[src/rtl/iiitb_lfsr_pkg.sv]
// iiitb_lfsr_pkg
// Shared definitions for the LFSR scheduler family.
//   LFSR_W       : width of the shared LFSR state (5 bits)
//   TAP_HI/TAP_LO: feedback taps for x^5+x^3+1 with a left-shifting register
//   DEFAULT_SEED : power-on LFSR value, must be nonzero
//   sched_state_e: scheduler FSM states
package iiitb_lfsr_pkg;

   localparam int LFSR_W = 5;
   localparam int TAP_HI = 4;
   localparam int TAP_LO = 2;

   localparam logic [LFSR_W-1:0] DEFAULT_SEED = 5'b11111;

   typedef enum logic {
      IDLE = 1'b0,
      RUN  = 1'b1
   } sched_state_e;

endpackage

[src/rtl/iiitb_rr_arb.sv]
// iiitb_rr_arb
// Combinational round-robin arbiter. Searches the request vector cyclically
// starting at the pointer and returns a one-hot winner together with the
// pointer value that should follow if this winner is actually granted.
//   req      : request vector, one bit per requester
//   ptr      : index the search starts from (highest priority this cycle)
//   grant    : one-hot winner, all zero when no request is present
//   next_ptr : index just after the winner, wrapping at NREQ; equals ptr
//              when nothing is requested
module iiitb_rr_arb #(
   parameter int NREQ  = 4,
   parameter int PTR_W = (NREQ > 1) ? $clog2(NREQ) : 1
) (
   input  logic [NREQ-1:0]  req,
   input  logic [PTR_W-1:0] ptr,
   output logic [NREQ-1:0]  grant,
   output logic [PTR_W-1:0] next_ptr
);

   // One extra bit so ptr+i can be wrapped by subtraction without relying on
   // NREQ being a power of two.
   localparam int SUM_W = PTR_W + 1;

   logic [SUM_W-1:0] sum;
   logic [PTR_W-1:0] idx;
   logic             found;

   // Walk the requesters in priority order starting at ptr. The first set
   // request wins; later hits are ignored through the found flag, which keeps
   // the grant strictly one-hot.
   always_comb begin
      grant    = '0;
      next_ptr = ptr;
      found    = 1'b0;
      sum      = '0;
      idx      = '0;
      for (int i = 0; i < NREQ; i++) begin
         sum = {1'b0, ptr} + SUM_W'(i);
         if (sum >= SUM_W'(NREQ)) begin
            sum = sum - SUM_W'(NREQ);
         end
         idx = sum[PTR_W-1:0];
         if (!found && req[idx]) begin
            found      = 1'b1;
            grant[idx] = 1'b1;
            if (idx == PTR_W'(NREQ - 1)) begin
               next_ptr = '0;
            end else begin
               next_ptr = idx + PTR_W'(1);
            end
         end
      end
   end

endmodule

[src/rtl/iiitb_lfsr_sched.sv]
// iiitb_lfsr_sched
// Round-robin scheduler sharing one 5-bit maximal-length LFSR among NREQ
// requesters. Each grant produces a burst of BURST pseudo-random words on a
// valid/ready stream; the LFSR only advances on accepted beats, so the
// sequence runs on seamlessly across bursts and requesters.
//   clk, reset : clock and asynchronous active-high reset
//   req        : level request per requester
//   grant      : one-hot grant, held for the whole burst
//   rnd_valid  : beat valid (high in RUN)
//   rnd_ready  : consumer accepts the current beat
//   rnd_data   : current LFSR state
//   rnd_last   : final beat of the burst
//   cfg_load   : single-cycle seed load strobe (honoured only in IDLE)
//   cfg_seed   : seed value for cfg_load
//   cfg_err    : one-cycle pulse when a load is rejected
//   busy       : high whenever the scheduler is not IDLE
module iiitb_lfsr_sched
   import iiitb_lfsr_pkg::*;
#(
   parameter int                NREQ  = 4,
   parameter int                BURST = 4,
   parameter logic [LFSR_W-1:0] SEED  = DEFAULT_SEED
) (
   input  logic              clk,
   input  logic              reset,
   input  logic [NREQ-1:0]   req,
   output logic [NREQ-1:0]   grant,
   output logic              rnd_valid,
   input  logic              rnd_ready,
   output logic [LFSR_W-1:0] rnd_data,
   output logic              rnd_last,
   input  logic              cfg_load,
   input  logic [LFSR_W-1:0] cfg_seed,
   output logic              cfg_err,
   output logic              busy
);

   localparam int PTR_W = (NREQ > 1) ? $clog2(NREQ) : 1;
   localparam int CNT_W = (BURST > 1) ? $clog2(BURST) : 1;
   localparam logic [CNT_W-1:0] LAST_BEAT = CNT_W'(BURST - 1);

   sched_state_e      state_q, state_d;
   logic [NREQ-1:0]   grant_q, grant_d;
   logic [CNT_W-1:0]  cnt_q, cnt_d;
   logic [PTR_W-1:0]  ptr_q, ptr_d;
   logic [LFSR_W-1:0] lfsr_q, lfsr_d;
   logic              cfg_err_q, cfg_err_d;

   logic [LFSR_W-1:0] lfsr_step;
   logic [NREQ-1:0]   arb_grant;
   logic [PTR_W-1:0]  arb_next_ptr;

   // Left-shifting Fibonacci LFSR for x^5+x^3+1. From any nonzero state it
   // cycles through all 31 nonzero values and never reaches zero.
   assign lfsr_step = {lfsr_q[LFSR_W-2:0], lfsr_q[TAP_HI] ^ lfsr_q[TAP_LO]};

   // The arbiter is purely combinational; its result is only committed when
   // the FSM actually issues a grant, which is also the only time the
   // round-robin pointer moves.
   iiitb_rr_arb #(
      .NREQ  (NREQ),
      .PTR_W (PTR_W)
   ) u_arb (
      .req      (req),
      .ptr      (ptr_q),
      .grant    (arb_grant),
      .next_ptr (arb_next_ptr)
   );

   // Next-state logic for the whole scheduler. In IDLE a seed load takes
   // priority over arbitration, so a request arriving with a load strobe is
   // serviced one cycle later. In RUN every accepted beat steps the LFSR and
   // the beat counter; the accepted last beat returns to IDLE and drops the
   // grant on the same edge. Load strobes seen in RUN are rejected and
   // reported without touching the LFSR.
   always_comb begin
      state_d   = state_q;
      grant_d   = grant_q;
      cnt_d     = cnt_q;
      ptr_d     = ptr_q;
      lfsr_d    = lfsr_q;
      cfg_err_d = 1'b0;
      case (state_q)
         IDLE: begin
            if (cfg_load) begin
               if (cfg_seed != '0) begin
                  lfsr_d = cfg_seed;
               end else begin
                  cfg_err_d = 1'b1;
               end
            end else if (|req) begin
               grant_d = arb_grant;
               ptr_d   = arb_next_ptr;
               cnt_d   = '0;
               state_d = RUN;
            end
         end
         RUN: begin
            cfg_err_d = cfg_load;
            if (rnd_ready) begin
               lfsr_d = lfsr_step;
               if (cnt_q == LAST_BEAT) begin
                  state_d = IDLE;
                  grant_d = '0;
                  cnt_d   = '0;
               end else begin
                  cnt_d = cnt_q + CNT_W'(1);
               end
            end
         end
         default: begin
            state_d = IDLE;
            grant_d = '0;
            cnt_d   = '0;
         end
      endcase
   end

   // All scheduler state lives in this one register bank. Reset puts the
   // LFSR back to SEED and the pointer to 0 so requester 0 wins first; any
   // burst in flight is simply abandoned.
   always_ff @(posedge clk or posedge reset) begin
      if (reset) begin
         state_q   <= IDLE;
         grant_q   <= '0;
         cnt_q     <= '0;
         ptr_q     <= '0;
         lfsr_q    <= SEED;
         cfg_err_q <= 1'b0;
      end else begin
         state_q   <= state_d;
         grant_q   <= grant_d;
         cnt_q     <= cnt_d;
         ptr_q     <= ptr_d;
         lfsr_q    <= lfsr_d;
         cfg_err_q <= cfg_err_d;
      end
   end

   // Stream handshake outputs are decoded straight from the state and
   // counter flops, so they hold steady under backpressure.
   assign rnd_valid = (state_q == RUN);
   assign rnd_last  = (state_q == RUN) && (cnt_q == LAST_BEAT);
   assign rnd_data  = lfsr_q;
   assign grant     = grant_q;
   assign cfg_err   = cfg_err_q;
   assign busy      = (state_q != IDLE);

endmodule

[config.mk]
export PLATFORM = sky130hd
export DESIGN_NAME = iiitb_lfsr_sched
export DESIGN_NICKNAME = d
export VERILOG_FILES = /design/src/rtl/iiitb_lfsr_pkg.sv /design/src/rtl/iiitb_rr_arb.sv /design/src/rtl/iiitb_lfsr_sched.sv
export SDC_FILE = /design/constraint.sdc
export NUM_CORES = 1
export LEC_CHECK = 0
export BUFFER_PORTS_ARGS = -buffer_cell sky130_fd_sc_hd__buf_2
export CORE_AREA = 2 2 49 51
export CTS_CLUSTER_SIZE = 16
export DETAILED_ROUTE_END_ITERATION = 8
export DIE_AREA = 0 0 51 53
export GPL_ROUTABILITY_DRIVEN = 0
export PLACE_DENSITY = 0.78
export SLEW_MARGIN = 20
export SYNTH_ARGS = -nofsm -noshare
export SYNTH_HDL_FRONTEND = slang
export SYNTH_SLANG_ARGS = --single-unit
[constraint.sdc]
create_clock -name clk -period 5.3 [get_ports clk]
set_input_delay 0.53 -clock clk [delete_from_list [all_inputs] [get_ports clk]]
set_output_delay 0.53 -clock clk [all_outputs]
set_load 0.01 [all_outputs]
# [Word level (Yosys, flattened, before mapping)]
# Cells that the tools add are included.
[totals] word_cells=122 ramBits=0 romBits=0 register_bits=15 latchBits=0 n_memories=0
[classes] mul=0 muxes=57 div_mod_pow=0 n_addsub=12 n_reduce_logical=18 shifts=0 n_eq_ne=11 n_bitwise=6 n_lt_le_gt_ge=12
[ops] op="$mux W2" count=16
[ops] op="$mux W4" count=8
[ops] op="$mux W1" count=17
[ops] op="$mux W5" count=3
[ops] op="$lt A2 B3 Y1 const B" count=4
[ops] op="$or A4 B4 Y4" count=3
[ops] op="$add A2 B1 Y2 const B" count=5
[ops] op="$eq A2 B2 Y1 const B" count=5
[ops] op="$ne A2 B2 Y1 const B" count=5
[ops] op="$pmux W5 S2" count=1
[ops] op="$ge A3 B3 Y1 const B" count=3
[ops] op="$bmux W1 S2" count=4
[ops] op="$demux W1 S2" count=4
[ops] op="$ge A2 B1 Y1 const B" count=4
[ops] op="$logic_and A1 B1 Y1" count=8
[ops] op="$pmux W4 S2" count=1
[ops] op="$reduce_and A4 Y1" count=2
[ops] op="$sub A2 B1 Y2 const B" count=4
[ops] op="$add A2 B2 Y3 const B" count=2
[ops] op="$reduce_and A3 Y1" count=2
[ops] op="$reduce_bool A5 Y1" count=1
[ops] op="$pmux W1 S2" count=2
[ops] op="$pmux W2 S2" count=1
[ops] op="$reduce_bool A4 Y1" count=1
[ops] op="other kinds (7)" count=10

# [Logic depth before layout (Yosys ltp)]
[depth] word_depth=17 mapped_depth=9

# [Cells and area by module]
# From an unflattened synthesis, not the netlist that was laid out.
[hier_totals] hier_cells=131 hier_area_um2=1331.3
[by_module_without_submodules] module="iiitb_lfsr_sched" instances=1 area_each_um2=817.0 cells_each=78
[by_module_without_submodules] module="iiitb_rr_arb" instances=1 area_each_um2=514.2 cells_each=53

# [Worst setup path after synthesis]
# OpenSTA, ideal clock, no wires.
[synth_path] path_kind="reg2reg" start="register ptr_q[0]" end="register ptr_q[0]" arrival_ns=2.580 path_buffers=2 synth_period_minus_slack_ns=2.705 setup_ns=0.125 t_required_ns=5.175 slack_ns=2.595 stages_incl_launch_ff=10 path_cell_list="dfrtp_1 clkbuf_1 inv_1 ha_1 buf_6 or3b_1 a2111o_1 a21oi_1 a311oi_1 mux2_4"
[synth_between] elab_chain_cells=15 word_cells_on_any_way=50 cone_classes="add/sub: 11; order compare: 4; eq/ne: 4; mux: 23; reduce/logical: 8"
[synth_rtl] element="start, declared" line="iiitb_lfsr_sched.sv:45" rtl="logic [PTR_W-1:0] ptr_q, ptr_d;"
[synth_rtl] element="start signal, assigned" line="iiitb_lfsr_sched.sv:134" rtl="ptr_q <= ptr_d;"
[synth_rtl] element="branches (longest 15 deep; another with $add A2 B1 Y3)"
# Several ways; the timed one is not identified. The select of a mux whose other input is x is not followed.
# A chain may end at the register's enable or synchronous reset.

# [Worst setup path after layout]
[layout_path] start="register ptr_q[1]" end="register ptr_q[0]"
# Same word-level chain as after synthesis.

==> results.cfg <==
[power_and_ir_drop]
p_total_uw = 757
p_comb_share_pct = 57.9
p_sw_share_pct = 44.5
powerDensity_mw_per_mm2 = 569
leakage_uw = 0.000615
p_sw_uw = 337
max-vdd-ir-drop_mv = 0.282
share_seq_of_total_power_pct = 32.8
power_frac_clock_pct = 9.3
power.internal_uw = 420

[floorplan]
num_rows = 17
start_util_pct = 55.7
core_mm2 = 0.00215
dieArea_mm2 = 0.00270
ios = 26
dieWidth_um = 51
die_h_um = 53

[clock_network]
cts_tree = built
cts.path.max_buffers = 2
htreeDepth = 1
root_buffer = clkbuf_4
cts_hold_buf = 0
clock_sinks = 15
clk_latency_ps = 300
path_clk_slew_ps = 100
cts_buffers = 3
cts_setup_buffers = 0
cts_resized = 0

[placed_design]
dp_hpwl_um = 1880
io_buffers = 25

[timing]
setup_tns_ps = 0
hold_viol = 0
period_minus_slack_ps = 2950
fin_skew_ps = 6.18
fin_crit_sh_pct = 55.7
maxSlewViolCount = 0
worst_slew_margin_rel_pct = 58.7
rsz0062_at_grt = false
max_freq_ghz = 0.339
tightest_slew_ps = 614
setup_viol = 0

[critical_path]
start_kind = register
worstPathMaxFanout = 12
crit_start = ptr_q[1]
cp_data_required_time_ps = 5490
cp.arrival_ps = 3140
reg2reg_from = ptr_q[1]
r2r_slack_ps = 2350
critical_path_class = reg2reg
end_kind = register

[drt]
vias = 1034
routed_via_density = 6.01
firstDrtPassIters = 4
drt_iter0_drc = 24
drcViolationCount = 0
antenna_left = 0
routed_wl_um = 2520
wire_per_inst_um = 14.6

[synthesis]
ys.flop_type = dfrtp_1
syn_inst = 126
netlist_area_mm2 = 0.00120
synth.avg_cell_area_um2 = 9.50
synth-seq-cells = 15
async_reset_ff_share_pct = 100
yosys_warnings = 0
synth_cell_types = 42
syn-num-nets = 147
synth_seq_area_share_pct = 31.9
synth_edf_count = 0

[layout]
drive_gt1_share_pct = 28.5
syn2layout_area_growth_pct = 11.0
layout.nets = 166
diodes = 0
post-route-util_pct = 61.9
layout_commonest_cell = buf_2
mostFrequentLayoutCells = buf_2 (25), a21oi_1 (12), mux2i_1 (10), dfrtp_1 (10)

[hold_path]
hp-class = in2async

[global_routing]
busiest_layer = met2
grt_use_total_pct = 21.6
grt_pass1_vias = 975
overflow = 0
grt_first_pass_wirelength_um = 4350
grt_use_met1_pct = 27.4
antenna_found_initial = 0
use_met2_pct = 34.0
grt_max_degree = 18
met3_usage_pct = 5.65

[job]
cap_violations = 0

[outcome]
status = complete, no violations
[synth_stat cells, drive strengths merged, types with 3 or more instances]
master / number / share of area [%]
a21oi: 12 / 5.0
dfrtp: 10 / 21
mux2i: 10 / 8.4
ha: 8 / 8.4
nor2: 8 / 2.5
o21ai: 8 / 3.3
nand2: 7 / 2.2
buf: 6 / 3.1
clkbuf: 5 / 1.6
dfstp: 5 / 11
inv: 5 / 1.6
a221o: 4 / 3.3
a22oi: 4 / 2.5
mux2: 4 / 4.1
nand3: 3 / 1.3
or3b: 3 / 2.2
[power by group through the flow]
| stage | Sequential, uW | Clock, uW | Combinational (uW) |
|---|---|---|---|
| after floorplan | 236 | 0 | 363 |
| final | 248 | 70.3 | 438 |
| after global routing | 261 | 75.2 | 491 |
| after detailed placement | 252 | 0 | 436 |
| after CTS | 249 | 70.3 | 438 |
| after global placement | 247 | 0 | 426 |
[final cells by class]
type / instances / area [um^2]
multi-input cells: 95 / 741
flip-flops and latches: 15 / 382
clock inverters: 1 / 5.00
fillers: 171 / 820
inverters: 5 / 18.8
repair buffers: 25 / 125
well taps: 28 / 35.0
clock buffers: 3 / 22.5
[metal layers]
| layer | part of all wire [%] | routed length (um) |
|---|---|---|
| met2 | 49 | 1220 |
| met3 | 5.5 | 139 |
| met5 | 0 | 0 |
| met4 | 2.1 | 54 |
| met1 | 44 | 1100 |
[sequential cells by signal, summed over array words and instances, names as in the netlist]
name,flops
rnd_data,5
busy,1
cfg_err,1
cnt_q,2
ptr_q,2
grant,4
[worst max-delay path, stage by stage, from the launching register on]
cell      delay (ps)
dfrtp_1          660
inv_1            180
ha_1             550
mux4_1           730
a311oi_1         400
mux2_4           330
[through the flow]
stage	instance area (um^2)	instances	hold WS (ps)	worst slack [ps]
finish	1330	172	262	2350
global route	1330	172	309	2110
CTS	1330	172	291	2360
detailed placement	1300	168	492	2380
global placement	1300	168	477	2520
floorplan	1200	126	428	2600
[kinds of logic (layout without fill, tap and decap cells)]
| logic type | Yosys count | count (layout) | synth area share (%) |
|---|---|---|---|
| multiplexers | 16 | 16 | 16.5 |
| flip-flops | 15 | 15 | 31.9 |
| XOR/XNOR | 2 | 2 | 1.46 |
| buffers and inverters | 16 | 34 | 6.27 |
| adder cells (fa/ha/maj) | 8 | 8 | 8.36 |
| AND/OR/NAND/NOR | 32 | 32 | 14.4 |
| AO/OA/AOI/OAI | 37 | 37 | 21.1 |
[final timing paths]
kind	to	cells after the start
max	ptr_q[0]	5
max reg2reg	ptr_q[0]	5
min	grant[3]	2
min in group clk	cfg_err	2
max in group asynchronous	busy	2
min reg2reg	cnt_q[0]	1
Note: power is estimated with default switching activity, not from simulation.
